<file path="config.mk">
export PLATFORM = sky130hd
export DESIGN_NAME = mole_round_ctrl
export DESIGN_NICKNAME = d
export VERILOG_FILES = /design/src/rtl/mole_pkg.sv /design/src/rtl/mole_lfsr.sv /design/src/rtl/mole_round_ctrl.sv
export SDC_FILE = /design/constraint.sdc
export NUM_CORES = 1
export LEC_CHECK = 0
export BUFFER_PORTS_ARGS = -buffer_cell sky130_fd_sc_hd__buf_2
export CAP_MARGIN = 20
export CORE_UTILIZATION = 40
export CTS_CLUSTER_SIZE = 10
export DETAILED_ROUTE_END_ITERATION = 8
export GPL_ROUTABILITY_DRIVEN = 0
export HOLD_SLACK_MARGIN = 0.12
export PLACE_DENSITY = 0.65
export SLEW_MARGIN = 25
export SYNTH_ARGS = -nofsm -noshare
export SYNTH_HDL_FRONTEND = slang
export SYNTH_SLANG_ARGS = --single-unit
</file>
<file path="constraint.sdc">
create_clock -name clk -period 11 [get_ports clk]
set_input_delay 0.55 -clock clk [delete_from_list [all_inputs] [get_ports clk]]
set_output_delay 0.55 -clock clk [all_outputs]
set_load 0.01 [all_outputs]
</file>
<file path="src/rtl/mole_pkg.sv">
// Shared types and helpers for the whack-a-mole round logic.
// Latency: n/a (declarations and pure functions only).
// Backpressure: n/a.
package mole_pkg;

   typedef enum logic [2:0] {
      IDLE,
      GAP,
      UP,
      HIT,
      OVER
   } state_t;

   localparam int NUM_HOLES = 5;
   localparam int LFSR_W    = 8;

   // Hole 1..NUM_HOLES maps to keys[hole-1]; hole 0 (no mole) maps to no key.
   function automatic logic [NUM_HOLES-1:0] hole_key(input logic [2:0] hole);
      logic [NUM_HOLES-1:0] k;
      k = '0;
      if (hole != 3'd0 && hole <= 3'(NUM_HOLES))
         k[hole - 3'd1] = 1'b1;
      return k;
   endfunction

   // Pseudo-random hole in 1..NUM_HOLES, never repeating the previous hole.
   function automatic logic [2:0] pick_hole(input logic [LFSR_W-1:0] lfsr,
                                            input logic [2:0]        last);
      logic [2:0] h;
      h = 3'(lfsr % LFSR_W'(NUM_HOLES)) + 3'd1;
      if (h == last)
         h = (h == 3'(NUM_HOLES)) ? 3'd1 : h + 3'd1;
      return h;
   endfunction

endpackage

</file>
<file path="src/rtl/mole_lfsr.sv">
// Free-running 8-bit Fibonacci LFSR, x^8+x^6+x^5+x^4+1, advancing every clock.
// Latency: new value every cycle; seed visible immediately out of reset.
// Backpressure: none, never stalls.
module mole_lfsr
   import mole_pkg::*;
#(
   parameter logic [LFSR_W-1:0] SEED = 8'hA5
) (
   input  logic              clk,
   input  logic              rst_n,
   output logic [LFSR_W-1:0] state
);

   // Shift left, feeding back taps 8,6,5,4 into bit 0.
   always_ff @(posedge clk or negedge rst_n) begin
      if (!rst_n)
         state <= SEED;
      else
         state <= {state[LFSR_W-2:0], state[7] ^ state[5] ^ state[4] ^ state[3]};
   end

endmodule

</file>
<file path="src/rtl/mole_round_ctrl.sv">
// Whack-a-mole round sequencer: raises one mole, times it, scores hits, counts misses.
// Latency: all outputs registered; a valid key edge gives correct_whack one cycle later.
// Backpressure: none; tick/start/keys are sampled every cycle and never stalled.
module mole_round_ctrl
   import mole_pkg::*;
#(
   parameter int                MOLE_TICKS = 8,
   parameter int                GAP_TICKS  = 2,
   parameter int                MAX_MISSES = 3,
   parameter logic [LFSR_W-1:0] LFSR_SEED  = 8'hA5,
   localparam int               MW         = $clog2(MAX_MISSES + 1)
) (
   input  logic                 clk,
   input  logic                 rst_n,
   input  logic                 tick,
   input  logic                 start,
   input  logic [NUM_HOLES-1:0] keys,
   output logic [2:0]           mole,
   output logic                 correct_whack,
   output logic [MW-1:0]        miss_count,
   output logic                 game_lose,
   output logic                 busy
);

   localparam int TMAX = (MOLE_TICKS > GAP_TICKS) ? MOLE_TICKS : GAP_TICKS;
   localparam int TW   = $clog2(TMAX + 1);

   state_t               state_q, state_d;
   logic [TW-1:0]        timer_q, timer_d;
   logic [2:0]           mole_q, mole_d;
   logic [2:0]           last_q, last_d;
   logic [MW-1:0]        miss_q, miss_d;
   logic [NUM_HOLES-1:0] prev_keys_q;
   logic [NUM_HOLES-1:0] rise;
   logic [LFSR_W-1:0]    lfsr_state;
   logic [2:0]           picked;
   logic                 hit_ok;
   logic                 tick_last;
   logic [MW-1:0]        miss_inc;
   logic                 whack_q, lose_q, busy_q;

   mole_lfsr #(
      .SEED (LFSR_SEED)
   ) u_lfsr (
      .clk   (clk),
      .rst_n (rst_n),
      .state (lfsr_state)
   );

   // Only a single freshly-pressed key matching the exposed hole scores;
   // held keys never re-trigger because only edges are looked at.
   assign rise      = keys & ~prev_keys_q;
   assign hit_ok    = (mole_q != 3'd0) && (rise == hole_key(mole_q));
   assign tick_last = tick && (timer_q == TW'(1));
   assign picked    = pick_hole(lfsr_state, last_q);
   assign miss_inc  = (miss_q == MW'(MAX_MISSES)) ? miss_q : miss_q + MW'(1);

   // Next-state and next-register values; a hit takes priority over a timeout tick.
   always_comb begin
      state_d = state_q;
      timer_d = timer_q;
      mole_d  = mole_q;
      last_d  = last_q;
      miss_d  = miss_q;
      case (state_q)
         IDLE, OVER: begin
            if (start) begin
               state_d = GAP;
               timer_d = TW'(GAP_TICKS);
               miss_d  = '0;
            end
         end
         GAP: begin
            if (tick_last) begin
               state_d = UP;
               mole_d  = picked;
               last_d  = picked;
               timer_d = TW'(MOLE_TICKS);
            end else if (tick) begin
               timer_d = timer_q - TW'(1);
            end
         end
         UP: begin
            if (hit_ok) begin
               state_d = HIT;
               mole_d  = 3'd0;
            end else if (tick_last) begin
               mole_d = 3'd0;
               miss_d = miss_inc;
               if (miss_inc == MW'(MAX_MISSES)) begin
                  state_d = OVER;
               end else begin
                  state_d = GAP;
                  timer_d = TW'(GAP_TICKS);
               end
            end else if (tick) begin
               timer_d = timer_q - TW'(1);
            end
         end
         HIT: begin
            state_d = GAP;
            timer_d = TW'(GAP_TICKS);
         end
         default: begin
            state_d = IDLE;
            mole_d  = 3'd0;
         end
      endcase
   end

   // State, round bookkeeping and registered status outputs derived from the next state.
   always_ff @(posedge clk or negedge rst_n) begin
      if (!rst_n) begin
         state_q     <= IDLE;
         timer_q     <= '0;
         mole_q      <= 3'd0;
         last_q      <= 3'd0;
         miss_q      <= '0;
         prev_keys_q <= '0;
         whack_q     <= 1'b0;
         lose_q      <= 1'b0;
         busy_q      <= 1'b0;
      end else begin
         state_q     <= state_d;
         timer_q     <= timer_d;
         mole_q      <= mole_d;
         last_q      <= last_d;
         miss_q      <= miss_d;
         prev_keys_q <= keys;
         whack_q     <= (state_d == HIT);
         lose_q      <= (state_d == OVER);
         busy_q      <= (state_d == GAP) || (state_d == UP) || (state_d == HIT);
      end
   end

   assign mole          = mole_q;
   assign correct_whack = whack_q;
   assign miss_count    = miss_q;
   assign game_lose     = lose_q;
   assign busy          = busy_q;

endmodule

</file>
==> insert_results.sql <==
INSERT INTO impl_metrics (metric_group, metric, value, unit) VALUES
('run_status', 'run_status', 'finished clean', ''),
('yosys', 'synth_area', '2480', 'sq um'),
('detailed_routing', 'first_iter_violations', '76', ''),
('worst_setup_path', 'crit_required', '11.20', 'ns'),
('sta', 'achievable-frequency', '0.1749', 'GHz'),
('die', 'core_region_area', '5956', 'sq um'),
('cts', 'post_cts_buffers', '0', ''),
('global_routing', 'grt_max_degree', '32', ''),
('worst_setup_path', 'critPathMaxFanout', '20', ''),
('sta', 'final.setup_skew', '0.004998', 'ns'),
('detailed_routing', 'wl_per_cell', '12.62', 'microns'),
('yosys', 'synthMostInstantiatedCell', 'dfrtp_1', ''),
('worst_setup_path', 'cp-end-kind', 'flip-flop', ''),
('detailed_routing', 'drt_pass1_iterations', '4', ''),
('cts', 'tritoncts.num_buffers', '5', ''),
('worst_setup_path', 'arrival', '5.91', 'ns'),
('final_layout', 'drive_gt1_frac', '0.1707', ''),
('die', 'floorplan.io_pins', '17', ''),
('yosys', 'yosys_register_bits', '31', ''),
('sta', 'totalNegativeSetupSlack', '0', 'ns'),
('die', 'die_y', '80.74', 'microns'),
('worst_setup_path', 'timing.reg2reg.worst_path_depth', '23', ''),
('yosys', 'yosys-top-cells-count', 'dfrtp_1, nor2_1, nand2_1', ''),
('yosys', 'yosys_most_used_dff', 'dfrtp_1', ''),
('sta', 'rsz0062_at_grt', 'no', ''),
('sta', 'final.min_clock_period', '5.717', 'ns'),
('final_layout', 'area_delta_synth_final', '8.375', '%'),
('yosys', 'synth_top_cell_by_area', 'dfrtp_1', ''),
('sta', 'finalHoldViolCount', '0', ''),
('final_layout', 'postLayoutCellArea', '2688', 'sq um'),
('cts', 'tritoncts_num_sinks', '31', ''),
('cts', 'hold_buffers', '0', ''),
('sta', 'timing_max_transition_violations_final', '0', ''),
('sta', 'min_period_over_period', '0.5198', ''),
('final_layout', 'design.final.nets', '307', ''),
('global_routing', 'via_count_of_the_first_global_routing_pass', '1768', ''),
('die', 'start_util', '0.4164', ''),
('yosys', 'synthDominantCellAreaShare', '0.2725', ''),
('power_and_ir_drop', 'power_density_cells', '152.9', 'nW/um^2'),
('yosys', 'yosys-top-cells-area', 'dfrtp_1, ha_1, dfstp_2', ''),
('detailed_routing', 'vias', '1935', ''),
('die', 'dieWidth', '80.74', 'microns'),
('global_routing', 'grt_remaining_overflow', '0', ''),
('cts', 'cts-htree-levels', '2', ''),
('job', 'timing.max_cap.violations', '0', ''),
('final_layout', 'n_antenna_cell', '0', ''),
('placed_design', 'hpwl', '3397', 'microns'),
('die', 'total_number_of_placement_rows', '28', ''),
('yosys', 'mean_instance_size_in_the_synthesized_netlist', '9.084', 'sq um'),
('cts', 'cts_buffer_depth', '2', ''),
('yosys', 'number_of_enable_type_register_cells_in_the_synthesized_netlist', '0', ''),
('detailed_routing', 'drt.antenna.violating_nets', '0', ''),
('die', 'die_area', '6519', 'sq um'),
('detailed_routing', 'remaining_drc_errors', '0', ''),
('hold_path', 'min-delay-path-class', 'in2async', ''),
('power_and_ir_drop', 'power_leakage', '1.111', 'nW'),
('cts', 'clk-insertion-delay-late', '0.28', 'ns'),
('sta', 'finalSetupViolations', '0', ''),
('power_and_ir_drop', 'peakVddDrop', '0.1342', 'mV'),
('yosys', 'proportion_of_register_bits_with_asynchronous_set_or_reset_after_synthesis', '1.000', ''),
('yosys', 'ys_seq_area_frac', '0.3148', ''),
('worst_setup_path', 'worstSetupStartpointType', 'flip-flop', ''),
('yosys', 'synth-warning-count', '0', ''),
('cts', 'clk_pin_slew_worst_paths', '0.06', 'ns'),
('sta', 'worst_slew_pin_slew', '0.6557', 'ns'),
('yosys', 'synthDistinctLibCells', '69', ''),
('sta', 'maxSlewHeadroom', '0.5629', ''),
('yosys', 'syn_inst', '273', ''),
('power_and_ir_drop', 'total_power', '411.0', 'uW'),
('global_routing', 'antenna_found_initial', '0', ''),
('worst_setup_path', 'timing.setup.critical_path_class', 'reg2reg', ''),
('cts', 'post_cts_resized', '0', ''),
('detailed_routing', 'routed_wire_length', '4570', 'microns'),
('placed_design', 'postPlaceCellArea', '2570', 'sq um'),
('cts', 'cts_tree', 'done', ''),
('yosys', 'nets_in_the_synthesized_netlist', '294', ''),
('detailed_routing', 'via_per_inst', '5.345', ''),
('global_routing', 'global_route_wire_length_before_repair', '7810', 'microns'),
('placed_design', 'placement.io_buffers', '16', ''),
('global_routing', 'globalRouteTotalUtil', '0.1523', ''),
('cts', 'ctsRootBufferMaster', 'clkbuf_8', '');
layout by cell type, fill, tap and decap left out, drive strengths merged, types with 11 or more instances in the layout:
master,count
a21oi,19
nor2,23
xnor2,12
ha,12
nand2,19
buf,16
inv,16
nor2b,11
dfrtp,27
sequential cells by signal (all words and copies together) (netlist names):
name	count
miss_count	2
timer_q	4
prev_keys_q	5
mole	3
last_q	3
u_lfsr.state	8
game_lose	1
state_q	3
busy	1
correct_whack	1
worst max-delay path, cell delays in order, from the launching register on:
cell and delay [ns]:
dfstp_2 0.72, nor4bb_1 0.40, nand2_1 0.10, a41oi_1 0.22, a21o_1 0.17, inv_1 0.10
ha_1 0.21, a211oi_1 0.18, o221ai_1 0.17, xnor2_1 0.40, ha_1 0.33, inv_1 0.11
o21bai_4 0.15, o21ai_4 0.10, xnor2_1 0.34, ha_1 0.32, xnor2_1 0.18, nor2b_1 0.23
nand2_1 0.09, or3b_1 0.40, a21boi_4 0.18, a211oi_4 0.07, mux2_1 0.32, o211ai_1 0.15
metal layers:
metal,vias up,part of all wire,global-route usage
li1,999,-,-
met1,899,0.51,0.2099
met2,28,0.45,0.2415
met4,0,0.015,0.06071
met3,9,0.024,0.02022
met5,-,0,0
kinds of logic after synthesis:
| family | share of synthesized area |
|---|---|
| buf+inv | 0.05802 |
| compound gates | 0.2175 |
| simple gates | 0.2760 |
| xor+xnor | 0.05601 |
| fa+ha+maj | 0.06054 |
| flops | 0.3148 |
| mux | 0.01715 |
area by class of cell:
| class | instances | area [sq um] |
|---|---|---|
| clock buffers | 6 | 82.58 |
| clock inverters | 2 | 35.03 |
| fillers | 586 | 3268 |
| inverters | 16 | 60.06 |
| multi-input cells | 216 | 1555 |
| flip-flops and latches | 31 | 780.7 |
| well taps | 75 | 93.84 |
| repair buffers | 16 | 80.08 |
path summary, 6_finish.rpt:
kind                              endpoint  slack [ns]       startpoint
min                          miss_count[0]        0.30            rst_n
max in group asynchronous  u_lfsr.state[6]       10.27            rst_n
max reg2reg                        mole[2]        5.28  u_lfsr.state[2]
min reg2reg                u_lfsr.state[2]        0.47  u_lfsr.state[1]
min in group clk            prev_keys_q[2]        0.39          keys[2]
max                                mole[2]        5.28  u_lfsr.state[2]
report_power, final:
part | total, mW | switching [mW] | internal (mW)
registers | 0.154 | 0.0196 | 0.134
clock network | 0.114 | 0.0408 | 0.0732
logic | 0.143 | 0.0780 | 0.0652
total | 0.411 | 0.139 | 0.272
metrics by stage:
step                      utilization  hold slack, ns  setup WS [ns]  instances
after floorplan                     -          0.2544          5.932        273
after global placement         0.4315          0.4642          5.385        354
after detailed placement       0.4315          0.4552          5.288        354
after CTS                      0.4513          0.3239          5.238        362
after global routing           0.4513          0.3635          4.629        362
final                          0.4513          0.2979          5.283        362
No activity file was read; power rests on OpenSTA's default activity.
